### src/rtl/gomoku_game_manager.sv
// Gomoku game manager: NxN board, P players, cursor and turn control, and a sequential
// K-in-a-row scan that walks outward from each newly placed mark.
module gomoku_game_manager #(
    parameter int N = 5,
    parameter int K = 4,
    parameter int P = 2,
    parameter int SCORE_W = 4,
    localparam int CW = $clog2(N),
    localparam int PW = $clog2(P + 1)
) (
    input  logic                   clk,
    input  logic                   rst_n,
    input  logic                   btn_l,
    input  logic                   btn_r,
    input  logic                   btn_u,
    input  logic                   btn_d,
    input  logic                   place,
    input  logic                   new_game,
    output logic [N*N*PW-1:0]      board_flat,
    output logic [CW-1:0]          cursor_row,
    output logic [CW-1:0]          cursor_col,
    output logic [PW-1:0]          cur_player,
    output logic [P-1:0]           turn_onehot,
    output logic                   busy,
    output logic                   illegal,
    output logic                   game_over,
    output logic                   cur_player_won,
    output logic                   draw,
    output logic [PW-1:0]          last_winner,
    output logic                   last_valid,
    output logic [P*SCORE_W-1:0]   score_flat
);
    localparam int CELLS = N * N;
    localparam int IW = $clog2(CELLS);
    localparam int MW = $clog2(CELLS + 1);
    localparam int CNTW = $clog2(K + 1);

    localparam logic [1:0] StPlay = 2'd0, StScan = 2'd1, StWon = 2'd2, StDraw = 2'd3;
    localparam logic [CW-1:0] LastRc = CW'(N - 1);
    localparam logic [PW-1:0] LastPl = PW'(P - 1);
    localparam logic [MW-1:0] AllCells = MW'(CELLS);
    localparam logic [CNTW-1:0] WinRun = CNTW'(K - 1);
    localparam logic signed [CW+1:0] SideS = (CW + 2)'(N);
    localparam logic signed [CW+1:0] Plus1 = (CW + 2)'(1);

    logic [5:0]         btn_q, btn_now, btn_edge;
    logic               e_l, e_r, e_u, e_d, e_place, e_new, restart;
    logic [PW-1:0]      board_q [CELLS];
    logic [CW-1:0]      row_q, col_q, row_nxt, col_nxt;
    logic [PW-1:0]      player_q, start_q, next_player, next_start, mark;
    logic [P-1:0]       turn_q;
    logic [MW-1:0]      moves_q;
    logic [1:0]         state_q;
    logic               illegal_q, valid_q;
    logic [PW-1:0]      winner_q;
    logic [SCORE_W-1:0] score_q [P];
    logic [IW-1:0]      widx, cand_idx;

    // Scan state: origin, current walk position, direction 0..3, backward half, run count
    logic [CW-1:0]          org_r_q, org_c_q, pos_r_q, pos_c_q;
    logic [1:0]             dir_q;
    logic                   back_q;
    logic [CNTW-1:0]        cnt_q, cnt_inc;
    logic signed [CW+1:0]   dr, dc, nr, nc;
    logic                   in_b, own, win_now;

    function automatic logic [P-1:0] to_onehot(input logic [PW-1:0] p);
        logic [P-1:0] v;
        v = '0;
        for (int i = 0; i < P; i++) begin
            if (p == PW'(i)) v[i] = 1'b1;
        end
        return v;
    endfunction

    assign btn_now  = {new_game, place, btn_d, btn_u, btn_r, btn_l};
    assign btn_edge = btn_now & ~btn_q;
    assign e_l      = btn_edge[0];
    assign e_r      = btn_edge[1];
    assign e_u      = btn_edge[2];
    assign e_d      = btn_edge[3];
    assign e_place  = btn_edge[4];
    assign e_new    = btn_edge[5];
    assign restart  = e_new || (e_place && (state_q == StWon || state_q == StDraw));

    assign mark        = player_q + PW'(1);
    assign next_player = (player_q == LastPl) ? '0 : player_q + PW'(1);
    assign next_start  = (start_q == LastPl) ? '0 : start_q + PW'(1);
    assign widx        = IW'(int'(row_q) * N + int'(col_q));

    always_comb begin
        row_nxt = row_q;
        col_nxt = col_q;
        if (e_u && !e_d) row_nxt = (row_q == '0) ? LastRc : row_q - 1'b1;
        else if (e_d && !e_u) row_nxt = (row_q == LastRc) ? '0 : row_q + 1'b1;
        if (e_l && !e_r) col_nxt = (col_q == '0) ? LastRc : col_q - 1'b1;
        else if (e_r && !e_l) col_nxt = (col_q == LastRc) ? '0 : col_q + 1'b1;
    end

    // Candidate cell one step from the walk position along the current direction
    always_comb begin
        dr = '0;
        dc = '0;
        unique case (dir_q)
            2'd0: dc = Plus1;
            2'd1: dr = Plus1;
            2'd2: begin dr = Plus1; dc = Plus1; end
            default: begin dr = Plus1; dc = -Plus1; end
        endcase
        if (back_q) begin
            dr = -dr;
            dc = -dc;
        end
        nr       = $signed({2'b00, pos_r_q}) + dr;
        nc       = $signed({2'b00, pos_c_q}) + dc;
        in_b     = !nr[CW+1] && (nr < SideS) && !nc[CW+1] && (nc < SideS);
        cand_idx = in_b ? IW'(int'(nr[CW-1:0]) * N + int'(nc[CW-1:0])) : '0;
        own      = in_b && (board_q[cand_idx] == mark);
        cnt_inc  = cnt_q + 1'b1;
        win_now  = own && (cnt_inc >= WinRun);
    end

    always_ff @(posedge clk or negedge rst_n) begin
        if (!rst_n) begin
            btn_q     <= '0;
            for (int i = 0; i < CELLS; i++) board_q[i] <= '0;
            row_q     <= '0;
            col_q     <= '0;
            player_q  <= '0;
            start_q   <= '0;
            turn_q    <= to_onehot('0);
            moves_q   <= '0;
            state_q   <= StPlay;
            illegal_q <= 1'b0;
            valid_q   <= 1'b0;
            winner_q  <= '0;
            for (int p = 0; p < P; p++) score_q[p] <= '0;
            org_r_q   <= '0;
            org_c_q   <= '0;
            pos_r_q   <= '0;
            pos_c_q   <= '0;
            dir_q     <= '0;
            back_q    <= 1'b0;
            cnt_q     <= '0;
        end else begin
            btn_q     <= btn_now;
            illegal_q <= 1'b0;
            if (restart) begin
                for (int i = 0; i < CELLS; i++) board_q[i] <= '0;
                moves_q  <= '0;
                row_q    <= '0;
                col_q    <= '0;
                start_q  <= next_start;
                player_q <= next_start;
                turn_q   <= to_onehot(next_start);
                state_q  <= StPlay;
            end else begin
                unique case (state_q)
                    StPlay: begin
                        row_q <= row_nxt;
                        col_q <= col_nxt;
                        if (e_place) begin
                            if (board_q[widx] != '0) begin
                                illegal_q <= 1'b1;
                            end else begin
                                board_q[widx] <= mark;
                                moves_q <= moves_q + 1'b1;
                                org_r_q <= row_q;
                                org_c_q <= col_q;
                                pos_r_q <= row_q;
                                pos_c_q <= col_q;
                                dir_q   <= '0;
                                back_q  <= 1'b0;
                                cnt_q   <= '0;
                                state_q <= StScan;
                            end
                        end
                    end
                    StScan: begin
                        if (win_now) begin
                            state_q  <= StWon;
                            winner_q <= player_q;
                            valid_q  <= 1'b1;
                            for (int p = 0; p < P; p++) begin
                                if (player_q == PW'(p) && score_q[p] != '1)
                                    score_q[p] <= score_q[p] + 1'b1;
                            end
                        end else if (own) begin
                            pos_r_q <= nr[CW-1:0];
                            pos_c_q <= nc[CW-1:0];
                            cnt_q   <= cnt_inc;
                        end else if (!back_q) begin
                            back_q  <= 1'b1;
                            pos_r_q <= org_r_q;
                            pos_c_q <= org_c_q;
                        end else if (dir_q != 2'd3) begin
                            dir_q   <= dir_q + 1'b1;
                            back_q  <= 1'b0;
                            pos_r_q <= org_r_q;
                            pos_c_q <= org_c_q;
                            cnt_q   <= '0;
                        end else if (moves_q == AllCells) begin
                            state_q <= StDraw;
                        end else begin
                            player_q <= next_player;
                            turn_q   <= to_onehot(next_player);
                            state_q  <= StPlay;
                        end
                    end
                    default: ;
                endcase
            end
        end
    end

    always_comb begin
        board_flat = '0;
        for (int i = 0; i < CELLS; i++) board_flat[i*PW +: PW] = board_q[i];
        score_flat = '0;
        for (int p = 0; p < P; p++) score_flat[p*SCORE_W +: SCORE_W] = score_q[p];
    end

    assign cursor_row     = row_q;
    assign cursor_col     = col_q;
    assign cur_player     = player_q;
    assign turn_onehot    = turn_q;
    assign busy           = (state_q == StScan);
    assign illegal        = illegal_q;
    assign game_over      = (state_q == StWon) || (state_q == StDraw);
    assign cur_player_won = (state_q == StWon);
    assign draw           = (state_q == StDraw);
    assign last_winner    = winner_q;
    assign last_valid     = valid_q;
endmodule

### config.mk
export PLATFORM = sky130hd
export DESIGN_NAME = gomoku_game_manager
export DESIGN_NICKNAME = d
export VERILOG_FILES = /design/src/rtl/gomoku_game_manager.sv
export SDC_FILE = /design/constraint.sdc
export NUM_CORES = 1
export LEC_CHECK = 0
export ABC_CLOCK_PERIOD_IN_PS = 6900
export CAP_MARGIN = 20
export CORE_MARGIN = 4
export CORE_UTILIZATION = 55
export CTS_CLUSTER_DIAMETER = 50
export DETAILED_ROUTE_END_ITERATION = 8
export PLACE_DENSITY = 0.79
export REMOVE_ABC_BUFFERS = 1
export SLEW_MARGIN = 20
export SYNTH_ARGS = -nofsm -noshare
export SYNTH_HDL_FRONTEND = slang
export SYNTH_SLANG_ARGS = --single-unit
### constraint.sdc
create_clock -name clk -period 6.9 [get_ports clk]
set_input_delay 1.38 -clock clk [delete_from_list [all_inputs] [get_ports clk]]
set_output_delay 1.38 -clock clk [all_outputs]
set_load 0.05 [all_outputs]
==> run metrics, run 1 <==
top_reg_cell synth=dfrtp_1; final net count=764; synth warn=0; overall global routing resource usage=26.7%; Setup crit end kind=flop; TritonRoute pass-1 iters=5; Synth top cells by count=dfrtp_1 (104), nor2_1 (55), ha_1 (44), inv_1 (31), mux2i_1 (29); Slew headroom=33.5%; Final Hold Fails=0; Clock Skews=11.9 ps; Port Buf Inserts=83; Yosys reg bits=105; H-tree Lvls=3; Crit Path Max Fanout=17; WP data required=7150 ps; setup TNS=0 ps; detailed-route DRC error count=0; fill count=939; ys async rst share=100%; CTS tree=built; DR WL/cell=20.9 um; post-synthesis sequential area ratio=38.1%; Site Rows=40; post-cts sizing count=0; max_cap viols=0; crit path time final=6220 ps; Tightest Hold Check Type=reg2reg; clock buffer depth=2; CTS root buf=clkbuf_16; Period Utilization, post-route=90.1%; cts bufs inserted=9; status=complete, no violations; Clk Latency, worst-skew pair=370 ps; Routed WL=18,400 um; post-DP HPWL=13,500 um; Synth area leaders=dfrtp_1 (38%), ha_1 (8.0%), mux4_2 (6.2%); layout cell share with drive strength beyond 1=11.2%; P&R area growth vs syn=18.3%; 1st-iter DRT viols=530; library cells used by synthesis=75; largest net degree at the start of global routing=59; via count=5,675; CTS Sinks=105; hold_buf cts=0; vias per cell=6.44; Syn Std Cell Area=0.00690 mm^2; final setup vio count=0; area leader, netlist=dfrtp_1; Gate Count Post-Synth=644; Synth top area share=37.7%; worst slew pin tran=998 ps; syn avg cell area=10.7 um^2; clock-pin slew on the worst setup and hold paths=70 ps; chip height=120 um; setup repair bufs after CTS=0; Final Max Tran Viols=0; RSZ-0062 raised after global routing=no; Post-synth EDFFs=0; Initial Utilization=56.8%; Die W=120 um; total grt overflow=0; initial antenna violation count=0; IO Pins=84; most common cell in the synthesized netlist=dfrtp_1; antenna cells=0; core area=0.0122 mm^2; Final ANT Viol Nets=0; CP Class=reg2reg; vias in the first global route=5,796; crit path launch type=flop; Final GP Congestion=0.893; Fmax=161 MHz; Die Footprint=0.0144 mm^2; first-pass GRT wire length=30,500 um; data arrival time of the critical path=6460 ps
-- sequential cells by signal, summed over array words and instances (netlist names), 3 cells and up --
signal	cells
score_flat	8
cursor_col	3
pos_c_q	3
moves_q	5
board_flat	50
org_r_q	3
pos_r_q	3
org_c_q	3
cursor_row	3
cnt_q	3
btn_q	6
-- kinds of logic (layout without fill, tap and decap cells) --
| group | Yosys count | in the layout | share of synthesized area, % |
|---|---|---|---|
| buf+inv | 69 | 138 | 4.20 |
| xor+xnor | 23 | 23 | 3.30 |
| flops | 105 | 105 | 38.1 |
| mux | 70 | 70 | 14.4 |
| compound gates | 153 | 153 | 17.8 |
| simple gates | 177 | 177 | 13.4 |
| fa+ha+maj | 47 | 47 | 8.84 |
-- routing by layer --
layer	track usage, %	part of all wire (%)	vias to the layer above
met3	6.27	6.4	37
met2	43.4	49	231
li1	-	-	2553
met5	0	0	-
met1	34.5	42	2854
met4	10.7	2.8	0
-- worst paths after layout --
path	end	start	cells past startpoint	slack, ps
worst max-delay path	score_flat[1]$_DFFE_PN0P_	dir_q[0]$_DFFE_PN0P_	20	680
worst min-delay path	last_valid$_DFFE_PN0P_	last_valid$_DFFE_PN0P_	1	470
worst max register to register	score_flat[1]$_DFFE_PN0P_	dir_q[0]$_DFFE_PN0P_	20	680
worst min register to register	last_valid$_DFFE_PN0P_	last_valid$_DFFE_PN0P_	1	470
max in group asynchronous	board_flat[14]$_DFFE_PN0P_	rst_n	2	4720
min in group asynchronous	cursor_col[2]$_DFFE_PN0P_	rst_n	1	1020
-- stage by stage --
stage	cell area [um^2]	hold slack, ps	utilization [%]	setup slack [ps]	instances
after floorplan	6730	450	-	1410	607
after global placement	7840	457	64.5	947	866
after detailed placement	7840	460	64.5	710	866
after CTS	8170	476	67.2	686	881
after global routing	8170	509	67.2	377	881
final	8170	474	67.2	685	881
-- layout make-up --
type | count | area, um^2 | area share [%]
tap | 168 | 210 | 2.57
clock buffer | 9 | 225 | 2.76
clock inverter | 6 | 97.6 | 1.20
inverter | 32 | 120 | 1.47
timing repair buffer | 91 | 888 | 10.9
multi-input combinational | 470 | 4000 | 48.9
sequential | 105 | 2630 | 32.2
-- placed cells by master, fill, tap and decap left out, types with 13 or more instances in the layout --
cell type,Yosys,final
nand2_1,26,26
o21ai_0,22,22
mux2_2,16,16
clkdlybuf4s50_1,0,82
nor2b_1,13,13
nor2_1,55,55
ha_1,44,44
a22o_1,24,24
inv_1,31,31
mux4_2,19,19
mux2i_1,29,29
nand3_1,18,18
dfrtp_1,104,104
a21oi_1,15,14
-- worst max-delay path, cell delays in order, from the launching register on --
cell and delay, ps:
dfrtp_1 410, inv_1 90, ha_1 210, and2b_4 290, xor2_1 170, ha_1 260, nor2_1 90, mux2i_4 260
xnor2_4 190, ha_1 280, ha_1 320, fa_1 740, or3_1 450, o21ai_0 160, o31ai_1 90, a31oi_1 340
a41o_1 450, a211oi_4 100, nor4_4 540, and3_1 300, mux2_1 340
Power of run 1 is left out: the tool's default activity adds up to more than one toggle a clock period on the data nets, which glitch-free logic cannot reach.
==> inputs of run 2 (changes only) <==
--- a/config.mk
+++ b/config.mk
@@ -9,7 +9,7 @@
 export CAP_MARGIN = 20
 export CORE_MARGIN = 4
 export CORE_UTILIZATION = 55
-export CTS_CLUSTER_DIAMETER = 50
+export CTS_CLUSTER_DIAMETER = 150
 export DETAILED_ROUTE_END_ITERATION = 8
 export PLACE_DENSITY = 0.79
 export REMOVE_ABC_BUFFERS = 1
==> results of run 2 <==
Same layout as run 1: the final DEF is identical, and so are final timing and power.
Power of run 2 is left out for the same reason.
